$ cat src/rtl/arm_ctrl_pkg.sv
// Shared encodings for the ARM-subset control unit: opcode/condition enums,
// datapath select codes, controller FSM states and the condition evaluator.
package arm_ctrl_pkg;

  typedef enum logic [1:0] {
    OP_DP  = 2'b00,
    OP_MEM = 2'b01,
    OP_BR  = 2'b10,
    OP_NOP = 2'b11
  } op_e;

  typedef enum logic [3:0] {
    C_EQ = 4'h0, C_NE = 4'h1, C_CS = 4'h2, C_CC = 4'h3,
    C_MI = 4'h4, C_PL = 4'h5, C_VS = 4'h6, C_VC = 4'h7,
    C_HI = 4'h8, C_LS = 4'h9, C_GE = 4'hA, C_LT = 4'hB,
    C_GT = 4'hC, C_LE = 4'hD, C_AL = 4'hE, C_NV = 4'hF
  } cond_e;

  typedef enum logic {
    RUN  = 1'b0,
    WAIT = 1'b1
  } ctrl_state_e;

  localparam logic [1:0] ALU_ADD = 2'b00;
  localparam logic [1:0] ALU_SUB = 2'b01;
  localparam logic [1:0] ALU_AND = 2'b10;
  localparam logic [1:0] ALU_ORR = 2'b11;

  localparam logic [1:0] IMM_DP  = 2'b00;
  localparam logic [1:0] IMM_MEM = 2'b01;
  localparam logic [1:0] IMM_BR  = 2'b10;

  localparam logic [1:0] REGSRC_DP  = 2'b00;
  localparam logic [1:0] REGSRC_BR  = 2'b01;
  localparam logic [1:0] REGSRC_STR = 2'b10;

  // flags = {N,Z,C,V}
  function automatic logic cond_eval(input cond_e c, input logic [3:0] flags);
    logic n, z, cf, v;
    {n, z, cf, v} = flags;
    case (c)
      C_EQ:    return z;
      C_NE:    return ~z;
      C_CS:    return cf;
      C_CC:    return ~cf;
      C_MI:    return n;
      C_PL:    return ~n;
      C_VS:    return v;
      C_VC:    return ~v;
      C_HI:    return cf & ~z;
      C_LS:    return ~cf | z;
      C_GE:    return n == v;
      C_LT:    return n != v;
      C_GT:    return ~z & (n == v);
      C_LE:    return z | (n != v);
      C_AL:    return 1'b1;
      default: return 1'b0;
    endcase
  endfunction

endpackage

$ cat src/rtl/arm_controller_if.sv
// Controller <-> datapath/memory signal bundle; the controller drives through
// the master modport, the datapath side sees the slave view.
interface arm_controller_if;
  logic [19:0] Instr;
  logic [3:0]  ALUFlags;
  logic        mem_ready;
  logic [1:0]  RegSrc;
  logic        RegWrite;
  logic [1:0]  ImmSrc;
  logic        ALUSrc;
  logic [1:0]  ALUControl;
  logic        MemtoReg;
  logic        PCSrc;
  logic        MemWrite;
  logic        mem_req;
  logic        pc_stall;
  logic [3:0]  flags_q;
  logic        mem_err;

  modport master (
    input  Instr, ALUFlags, mem_ready,
    output RegSrc, RegWrite, ImmSrc, ALUSrc, ALUControl, MemtoReg, PCSrc,
           MemWrite, mem_req, pc_stall, flags_q, mem_err
  );

  modport slave (
    output Instr, ALUFlags, mem_ready,
    input  RegSrc, RegWrite, ImmSrc, ALUSrc, ALUControl, MemtoReg, PCSrc,
           MemWrite, mem_req, pc_stall, flags_q, mem_err
  );
endinterface

$ cat src/rtl/arm_controller_cond_logic.sv
// Architectural NZCV register, condition evaluation and gating of the
// state-changing enables by condition, stall and abort.
module cond_logic
  import arm_ctrl_pkg::*;
(
  input  logic       clk,
  input  logic       reset,
  input  logic [3:0] cond,
  input  logic [3:0] ALUFlags,
  input  logic [1:0] FlagW,
  input  logic       RegW,
  input  logic       MemW,
  input  logic       PCS,
  input  logic       pc_stall,
  input  logic       abort,
  output logic       CondEx,
  output logic       RegWrite,
  output logic       MemWrite,
  output logic       PCSrc,
  output logic [3:0] flags_q
);

  logic [3:0] flags_d;
  logic       issue;

  // Evaluated against the pre-update flags so an S-instruction sees old NZCV.
  assign CondEx = cond_eval(cond_e'(cond), flags_q);
  assign issue  = CondEx & ~pc_stall & ~abort;

  assign RegWrite = RegW & issue;
  assign PCSrc    = PCS & issue;
  // The store strobe stays up while the memory handshake is pending.
  assign MemWrite = MemW & CondEx & ~abort;

  always_comb begin
    flags_d = flags_q;
    if (FlagW[1] & issue) flags_d[3:2] = ALUFlags[3:2];
    if (FlagW[0] & issue) flags_d[1:0] = ALUFlags[1:0];
  end

  always_ff @(posedge clk or negedge reset) begin
    if (!reset) flags_q <= '0;
    else        flags_q <= flags_d;
  end

endmodule

$ cat src/rtl/arm_controller.sv
// Single-cycle ARM-subset control unit: instruction decode plus a RUN/WAIT
// FSM that stalls the PC on load/store until mem_ready or timeout.
module arm_controller
  import arm_ctrl_pkg::*;
#(
  parameter int MEM_TIMEOUT = 16
) (
  input logic              clk,
  input logic              reset,
  arm_controller_if.master bus
);

  localparam int TW = $clog2(MEM_TIMEOUT + 1);
  localparam logic [TW-1:0] CNT_MAX = TW'(MEM_TIMEOUT);

  op_e        op;
  logic [5:0] funct;
  logic [3:0] rd;
  logic [3:0] unused_rn;
  logic       reg_w, mem_w, branch, pcs, is_mem, alu_src, mem_to_reg;
  logic [1:0] flag_w, alu_ctl, imm_src, reg_src;

  assign op        = op_e'(bus.Instr[15:14]);
  assign funct     = bus.Instr[13:8];
  assign rd        = bus.Instr[3:0];
  assign unused_rn = bus.Instr[7:4];

  always_comb begin
    reg_w      = 1'b0;
    mem_w      = 1'b0;
    branch     = 1'b0;
    is_mem     = 1'b0;
    alu_src    = 1'b0;
    mem_to_reg = 1'b0;
    flag_w     = 2'b00;
    alu_ctl    = ALU_ADD;
    imm_src    = IMM_DP;
    reg_src    = REGSRC_DP;
    case (op)
      OP_DP: begin
        reg_w   = 1'b1;
        alu_src = funct[5];
        case (funct[4:1])
          4'b0100: alu_ctl = ALU_ADD;
          4'b0010: alu_ctl = ALU_SUB;
          4'b0000: alu_ctl = ALU_AND;
          4'b1100: alu_ctl = ALU_ORR;
          default: reg_w   = 1'b0;
        endcase
        flag_w[1] = funct[0];
        flag_w[0] = funct[0] & ((funct[4:1] == 4'b0100) | (funct[4:1] == 4'b0010));
      end
      OP_MEM: begin
        is_mem  = 1'b1;
        alu_src = 1'b1;
        imm_src = IMM_MEM;
        if (funct[0]) begin
          reg_w      = 1'b1;
          mem_to_reg = 1'b1;
        end else begin
          mem_w   = 1'b1;
          reg_src = REGSRC_STR;
        end
      end
      OP_BR: begin
        branch  = 1'b1;
        alu_src = 1'b1;
        imm_src = IMM_BR;
        reg_src = REGSRC_BR;
      end
      default: ;
    endcase
  end

  assign pcs = branch | ((rd == 4'hF) & reg_w);

  ctrl_state_e   state_q, state_d;
  logic [TW-1:0] cnt_q, cnt_d;
  logic          mem_err_q, mem_err_d;
  logic          cond_ex, mem_req, abort, pc_stall;

  assign mem_req  = is_mem & cond_ex;
  assign abort    = (state_q == WAIT) & mem_req & (cnt_q == CNT_MAX) & ~bus.mem_ready;
  // Held low while reset is asserted so a reset mid-wait releases the PC at once.
  assign pc_stall = reset & mem_req & ~bus.mem_ready & ~abort;

  always_comb begin
    state_d   = state_q;
    cnt_d     = cnt_q;
    mem_err_d = mem_err_q | abort;
    case (state_q)
      RUN: begin
        if (mem_req & ~bus.mem_ready) begin
          state_d = WAIT;
          cnt_d   = TW'(1);
        end else begin
          cnt_d = '0;
        end
      end
      WAIT: begin
        if (!mem_req || bus.mem_ready) begin
          state_d = RUN;
          cnt_d   = '0;
        end else if (cnt_q == CNT_MAX) begin
          state_d = RUN;
        end else begin
          cnt_d = cnt_q + TW'(1);
        end
      end
      default: state_d = RUN;
    endcase
  end

  always_ff @(posedge clk or negedge reset) begin
    if (!reset) begin
      state_q   <= RUN;
      cnt_q     <= '0;
      mem_err_q <= 1'b0;
    end else begin
      state_q   <= state_d;
      cnt_q     <= cnt_d;
      mem_err_q <= mem_err_d;
    end
  end

  logic       reg_write, mem_write, pc_src;
  logic [3:0] flags;

  cond_logic u_cond (
    .clk      (clk),
    .reset    (reset),
    .cond     (bus.Instr[19:16]),
    .ALUFlags (bus.ALUFlags),
    .FlagW    (flag_w),
    .RegW     (reg_w),
    .MemW     (mem_w),
    .PCS      (pcs),
    .pc_stall (pc_stall),
    .abort    (abort),
    .CondEx   (cond_ex),
    .RegWrite (reg_write),
    .MemWrite (mem_write),
    .PCSrc    (pc_src),
    .flags_q  (flags)
  );

  assign bus.RegSrc     = reg_src;
  assign bus.RegWrite   = reg_write;
  assign bus.ImmSrc     = imm_src;
  assign bus.ALUSrc     = alu_src;
  assign bus.ALUControl = alu_ctl;
  assign bus.MemtoReg   = mem_to_reg;
  assign bus.PCSrc      = pc_src;
  assign bus.MemWrite   = mem_write;
  assign bus.mem_req    = mem_req;
  assign bus.pc_stall   = pc_stall;
  assign bus.flags_q    = flags;
  assign bus.mem_err    = mem_err_q;

endmodule

$ cat src/flat_wrapper.sv
// flat-port wrapper written by rule: the top's interface ports become plain ports
module arm_controller_flat import arm_ctrl_pkg::*;
#(
  parameter int MEM_TIMEOUT = 16
)
  (clk, reset, bus_Instr, bus_ALUFlags, bus_mem_ready, bus_RegSrc, bus_RegWrite, bus_ImmSrc, bus_ALUSrc, bus_ALUControl, bus_MemtoReg, bus_PCSrc, bus_MemWrite, bus_mem_req, bus_pc_stall, bus_flags_q, bus_mem_err);
  arm_controller_if bus_i ();
  input logic clk;
  input logic reset;
  input wire logic [$bits(bus_i.Instr)-1:0] bus_Instr;
  input wire logic [$bits(bus_i.ALUFlags)-1:0] bus_ALUFlags;
  input wire logic [$bits(bus_i.mem_ready)-1:0] bus_mem_ready;
  output wire logic [$bits(bus_i.RegSrc)-1:0] bus_RegSrc;
  output wire logic [$bits(bus_i.RegWrite)-1:0] bus_RegWrite;
  output wire logic [$bits(bus_i.ImmSrc)-1:0] bus_ImmSrc;
  output wire logic [$bits(bus_i.ALUSrc)-1:0] bus_ALUSrc;
  output wire logic [$bits(bus_i.ALUControl)-1:0] bus_ALUControl;
  output wire logic [$bits(bus_i.MemtoReg)-1:0] bus_MemtoReg;
  output wire logic [$bits(bus_i.PCSrc)-1:0] bus_PCSrc;
  output wire logic [$bits(bus_i.MemWrite)-1:0] bus_MemWrite;
  output wire logic [$bits(bus_i.mem_req)-1:0] bus_mem_req;
  output wire logic [$bits(bus_i.pc_stall)-1:0] bus_pc_stall;
  output wire logic [$bits(bus_i.flags_q)-1:0] bus_flags_q;
  output wire logic [$bits(bus_i.mem_err)-1:0] bus_mem_err;
  assign bus_i.Instr = bus_Instr;
  assign bus_i.ALUFlags = bus_ALUFlags;
  assign bus_i.mem_ready = bus_mem_ready;
  assign bus_RegSrc = bus_i.RegSrc;
  assign bus_RegWrite = bus_i.RegWrite;
  assign bus_ImmSrc = bus_i.ImmSrc;
  assign bus_ALUSrc = bus_i.ALUSrc;
  assign bus_ALUControl = bus_i.ALUControl;
  assign bus_MemtoReg = bus_i.MemtoReg;
  assign bus_PCSrc = bus_i.PCSrc;
  assign bus_MemWrite = bus_i.MemWrite;
  assign bus_mem_req = bus_i.mem_req;
  assign bus_pc_stall = bus_i.pc_stall;
  assign bus_flags_q = bus_i.flags_q;
  assign bus_mem_err = bus_i.mem_err;
  arm_controller #(.MEM_TIMEOUT(MEM_TIMEOUT)) u_core (.clk(clk), .reset(reset), .bus(bus_i));
endmodule
$ cat config.mk
export PLATFORM = sky130hd
export DESIGN_NAME = arm_controller_flat
export DESIGN_NICKNAME = d
export VERILOG_FILES = /design/src/rtl/arm_ctrl_pkg.sv /design/src/rtl/arm_controller_if.sv /design/src/rtl/arm_controller_cond_logic.sv /design/src/rtl/arm_controller.sv /design/src/flat_wrapper.sv
export SDC_FILE = /design/constraint.sdc
export NUM_CORES = 1
export LEC_CHECK = 0
export CORE_ASPECT_RATIO = 1.25
export CORE_MARGIN = 5
export CORE_UTILIZATION = 36
export CTS_BUF_LIST = sky130_fd_sc_hd__clkbuf_8
export CTS_CLUSTER_DIAMETER = 60
export DETAILED_ROUTE_END_ITERATION = 8
export PLACE_DENSITY = 0.74
export SYNTH_ARGS = -nofsm -noshare
export SYNTH_HDL_FRONTEND = slang
export SYNTH_HIERARCHICAL = 1
export SYNTH_SLANG_ARGS = --single-unit
$ cat constraint.sdc
create_clock -name clk -period 2.47 [get_ports clk]
set_clock_uncertainty 0.1 [all_clocks]
set_input_delay 0.3705 -clock clk [delete_from_list [all_inputs] [get_ports clk]]
set_output_delay 0.3705 -clock clk [all_outputs]
set_load 0.03 [all_outputs]
==> parameters.txt <==
Parameter                              Value

Route
  Residual DRC ... 0
  Detail-routed net length per standard cell ... 15.2 um
  Routed via count divided by cell count ... 5.03
  Antenna violation net count after detailed routing ... 0
  1st-pass router iterations ... 4
  Routed WL ... 2970 um
  Detailed Route Iter0 Violations ... 8
  Vias ... 986

Worst setup path
  Arrival time at the worst endpoint ... 2.52 ns
  Startpoint type of the worst setup path ... flop
  Number of cell instances on the worst register-to-register path ... 11
  Required time of the worst setup path ... 2.00 ns
  Maximum fanout along the worst path ... 4
  Critical Setup Path Class ... reg2out
  Endpoint type of the worst setup path ... primary output

Clock tree
  Number of clock sinks ... 11
  Clock network latency to the later pin of the worst-skew pair ... 0.25 ns
  Number of buffers between clock root and the deepest sink ... 2
  Number of levels the H-tree was split into ... 1
  Hold_buf cts ... 0
  TritonCTS clock tree ... yes
  TritonCTS buffer count ... 3
  CTS root buf ... sky130_fd_sc_hd__clkbuf_8
  Clock slew at the register clock pins of the worst setup and hold paths ... 0.06 ns

Placed design
  Number of instances in the placed design ... 187
  Post-place instance area ... 1580 um2
  Gpl congestion ... 0.745
  Count of buffers inserted at the top-level ports ... 40
  HPWL Detailed ... 2320 um

Finish
  Area delta synth->final ... 73.3%
  Post-route cell area ... 1730 um2
  Count of fill cells added during filler insertion ... 241
  Antenna fix cells ... 0
  Final Non-Filler Cells ... 196
  Share of final-layout standard cells stronger than drive strength 1 ... 0.414
  Area taken by flip-flops and latches ... 280 um2
  Area of combinational cells with multiple inputs ... 749 um2
  Number of nets in the finished design ... 197

STA
  Unrepaired setup endpoints after global routing ... true
  Upper clock frequency limit ... 334 MHz
  Count of endpoints failing hold in the final timing report ... 0
  Max-slew violations ... 0
  Post-route setup TNS ... -2.93 ns
  Post-route fraction of the period consumed by the critical path ... 1.21
  Transition time at the pin with the least slew margin ... 0.367 ns
  Worst slew margin ... 0.756
  Worst hold slack ... 0.377 ns
  Minimum clock period ... 2.99 ns
  Crit path setup slack, layout ... -0.524 ns
  Number of failing setup endpoints in the final timing report ... 9

Floorplanning
  Number of primary I/O pins ... 45
  Initial core utilization ... 0.373
  Overall die height ... 68.9 um
  Chip Width ... 57.1 um
  Core box area ... 2680 um2
  Area of the die ... 3930 um2
  Number of placement rows ... 21

Power
  Cell leakage power ... 0.787 nW
  Clock group share of total power ... 0.230
  Power density normalized to cell area ... 481 nW/um2
  Net Sw Frac ... 0.352
  Sequential group share of total power ... 0.271
  Max rail drop VDD ... 621 uV
  Combinational power share ... 0.499
  Sw power ... 0.000293 W
  Power Total ... 0.000833 W
  Internal power contribution ... 0.000540 W

Yosys
  Main flop type after synthesis ... sky130_fd_sc_hd__dfrtp_1
  Netlist Area Pre-Place ... 998 um2
  Count of flip-flops with a built-in enable after synthesis ... 0
  Simple logic cell fraction of the synthesized area ... 0.288
  Net count after synthesis ... 131
  Area fraction in compound gates after synthesis ... 0.113
  Xor/xnor share of the synthesized area ... 0.0702
  Adder and majority cell fraction of the synthesized area ... 0.0877
  Synth warn ... 6
  Post-synth ARST share ... 1.00
  Avg Cell Area, Syn ... 10.3 um2
  Synthesis-stage register bit count ... 11
  Share of synthesized area occupied by flip-flops and latches ... 0.276
  Synth Instances ... 97
  Mux cell area share after synthesis ... 0.117
  Largest family of logic cells by synthesized area ... simple AND/OR/NAND/NOR gates
  Number of different library cells in the post-synthesis netlist ... 42

GRT
  Global routing met2 resource utilization ... 0.307
  Routing usage on met1 ... 0.148
  Most crowded layer after global routing ... met2
  Vias in the first global route ... 1067
  First-pass GRT wire length ... 4600 um
  Initial antenna violation count ... 0
  Total Routing Usage GR ... 0.156
  Pin count of the biggest net entering global routing ... 12
  Met3 Use GR ... 0.0410
  Sum of overflow across all layers after global routing ... 0

Status
  Violated checks ... negative setup slack
  Outcome ... complete, but fails checks

Worst hold path
  Worst min-delay path category ... in2async

Run
  Max-cap violations ... 0
## final cells by class
cell class | count | share of cell area
Multi-Input combinational cell | 77 | 0.433
Timing Repair Buffer | 64 | 0.341
Sequential cell | 11 | 0.162
Tap cell | 34 | 0.0246
Clock buffer | 3 | 0.0239
Inverter | 6 | 0.0130
Clock inverter | 1 | 0.00289
## sequential cells by signal (all words and copies together) (netlist names)
signal / cells
u_core/bus.mem_err: 1
u_core/cnt_q: 5
u_core/state_q: 1
u_core/u_cond/flags_q: 4
## through the flow
step                       util  setup slack, ns
after floorplan               -           -0.310
final                     0.646           -0.524
after global placement    0.588           -0.634
after CTS                 0.639           -0.497
after detailed placement  0.588           -0.693
after global routing      0.646           -0.622
## logic make-up (layout without fill, tap and decap cells)
family	count (synthesis)	after routing
compound gates	12	12
buf+inv	9	74
mux	10	10
xor+xnor	8	8
simple gates	40	40
flops	11	11
fa+ha+maj	7	7
## layer usage
metal / wire length (um) / vias to the layer above / part of all wire
li1: - / 480 / -
met1: 1130 / 471 / 0.38
met2: 1660 / 33 / 0.56
met3: 152 / 2 / 0.051
met4: 37 / 0 / 0.012
met5: 0 / - / 0
## cell usage in the layout, fill, tap and decap left out, types with 2 or more instances in the layout
cell	n
sky130_fd_sc_hd__dfrtp_1	7
sky130_fd_sc_hd__clkdlybuf4s50_1	26
sky130_fd_sc_hd__nor2b_1	2
sky130_fd_sc_hd__dlygate4sd2_1	4
sky130_fd_sc_hd__ha_1	7
sky130_fd_sc_hd__clkbuf_8	3
sky130_fd_sc_hd__and2_1	3
sky130_fd_sc_hd__a21oi_1	3
sky130_fd_sc_hd__xnor2_1	3
sky130_fd_sc_hd__nor3_1	4
sky130_fd_sc_hd__and2_4	2
sky130_fd_sc_hd__and3_4	2
sky130_fd_sc_hd__o311ai_4	2
sky130_fd_sc_hd__buf_4	24
sky130_fd_sc_hd__inv_1	6
sky130_fd_sc_hd__mux2_4	4
sky130_fd_sc_hd__dfrtp_2	4
sky130_fd_sc_hd__mux2i_1	3
sky130_fd_sc_hd__mux2_2	2
sky130_fd_sc_hd__nand3_1	3
sky130_fd_sc_hd__xor2_1	4
sky130_fd_sc_hd__nor2_1	4
sky130_fd_sc_hd__nand3b_1	4
sky130_fd_sc_hd__buf_6	9
## synth_stat cells (2+ instances only)
cell type                  number  area (um2)
sky130_fd_sc_hd__and3_1         2        12.5
sky130_fd_sc_hd__ha_1           7        87.6
sky130_fd_sc_hd__mux2_2         3        33.8
sky130_fd_sc_hd__nor3_1         4        20.0
sky130_fd_sc_hd__and2_1         4        25.0
sky130_fd_sc_hd__nand3_1        3        15.0
sky130_fd_sc_hd__dfrtp_1       11         275
sky130_fd_sc_hd__nor2_1         5        18.8
sky130_fd_sc_hd__a21oi_1        4        20.0
sky130_fd_sc_hd__mux2_1         2        22.5
sky130_fd_sc_hd__mux2i_1        3        30.0
sky130_fd_sc_hd__inv_1          6        22.5
sky130_fd_sc_hd__xnor2_1        4        35.0
sky130_fd_sc_hd__xor2_1         4        35.0
sky130_fd_sc_hd__and3b_1        2        17.5
sky130_fd_sc_hd__nor4b_1        2        17.5
sky130_fd_sc_hd__mux2_4         2        30.0
sky130_fd_sc_hd__nor2b_1        2        12.5
sky130_fd_sc_hd__nand3b_1       4        30.0
## final timing paths
check                                                      from                                   end  slack, ns
min in group clk                   u_core/bus.mem_err$_DFF_PN0_          u_core/bus.mem_err$_DFF_PN0_       0.39
max reg2reg                u_core/u_cond/flags_q[3]$_DFFE_PN0P_  u_core/u_cond/flags_q[1]$_DFFE_PN0P_      -0.33
max                        u_core/u_cond/flags_q[3]$_DFFE_PN0P_                          bus_RegWrite      -0.52
max in group asynchronous                                 reset  u_core/u_cond/flags_q[0]$_DFFE_PN0P_       1.73
min                                                       reset           u_core/cnt_q[1]$_DFFE_PN0P_       0.38
min reg2reg                        u_core/bus.mem_err$_DFF_PN0_          u_core/bus.mem_err$_DFF_PN0_       0.39
## worst max-delay path, cell delays in order, from the launching register on
cell and delay, ns:
sky130_fd_sc_hd__dfrtp_2 0.42, sky130_fd_sc_hd__xnor2_2 0.16, sky130_fd_sc_hd__a22oi_2 0.18, sky130_fd_sc_hd__mux2_4 0.33, sky130_fd_sc_hd__or3_4 0.35, sky130_fd_sc_hd__and2_4 0.15, sky130_fd_sc_hd__and4b_4 0.21, sky130_fd_sc_hd__nor2_4 0.14
sky130_fd_sc_hd__and3_4 0.20, sky130_fd_sc_hd__buf_6 0.13
## power by group through the flow
stage | Clock (W) | Combinational [W] | Sequential (W)
3_3_place_gp | 0 | 0.000369 | 0.000226
5_1_grt | 0.000203 | 0.000441 | 0.000228
6_report | 0.000192 | 0.000415 | 0.000226
4_1_cts | 0.000193 | 0.000401 | 0.000226
2_1_floorplan | 0 | 0.000155 | 0.000270
3_5_place_dp | 0 | 0.000376 | 0.000229
## timing repair
item | CTS | global route
pin swaps | 6 | 4
setup buffers | 6 | 1
setup endpoints to repair | 9 | 10
gates resized for setup | 18 | 12
Power figures use the tool's default switching activity.
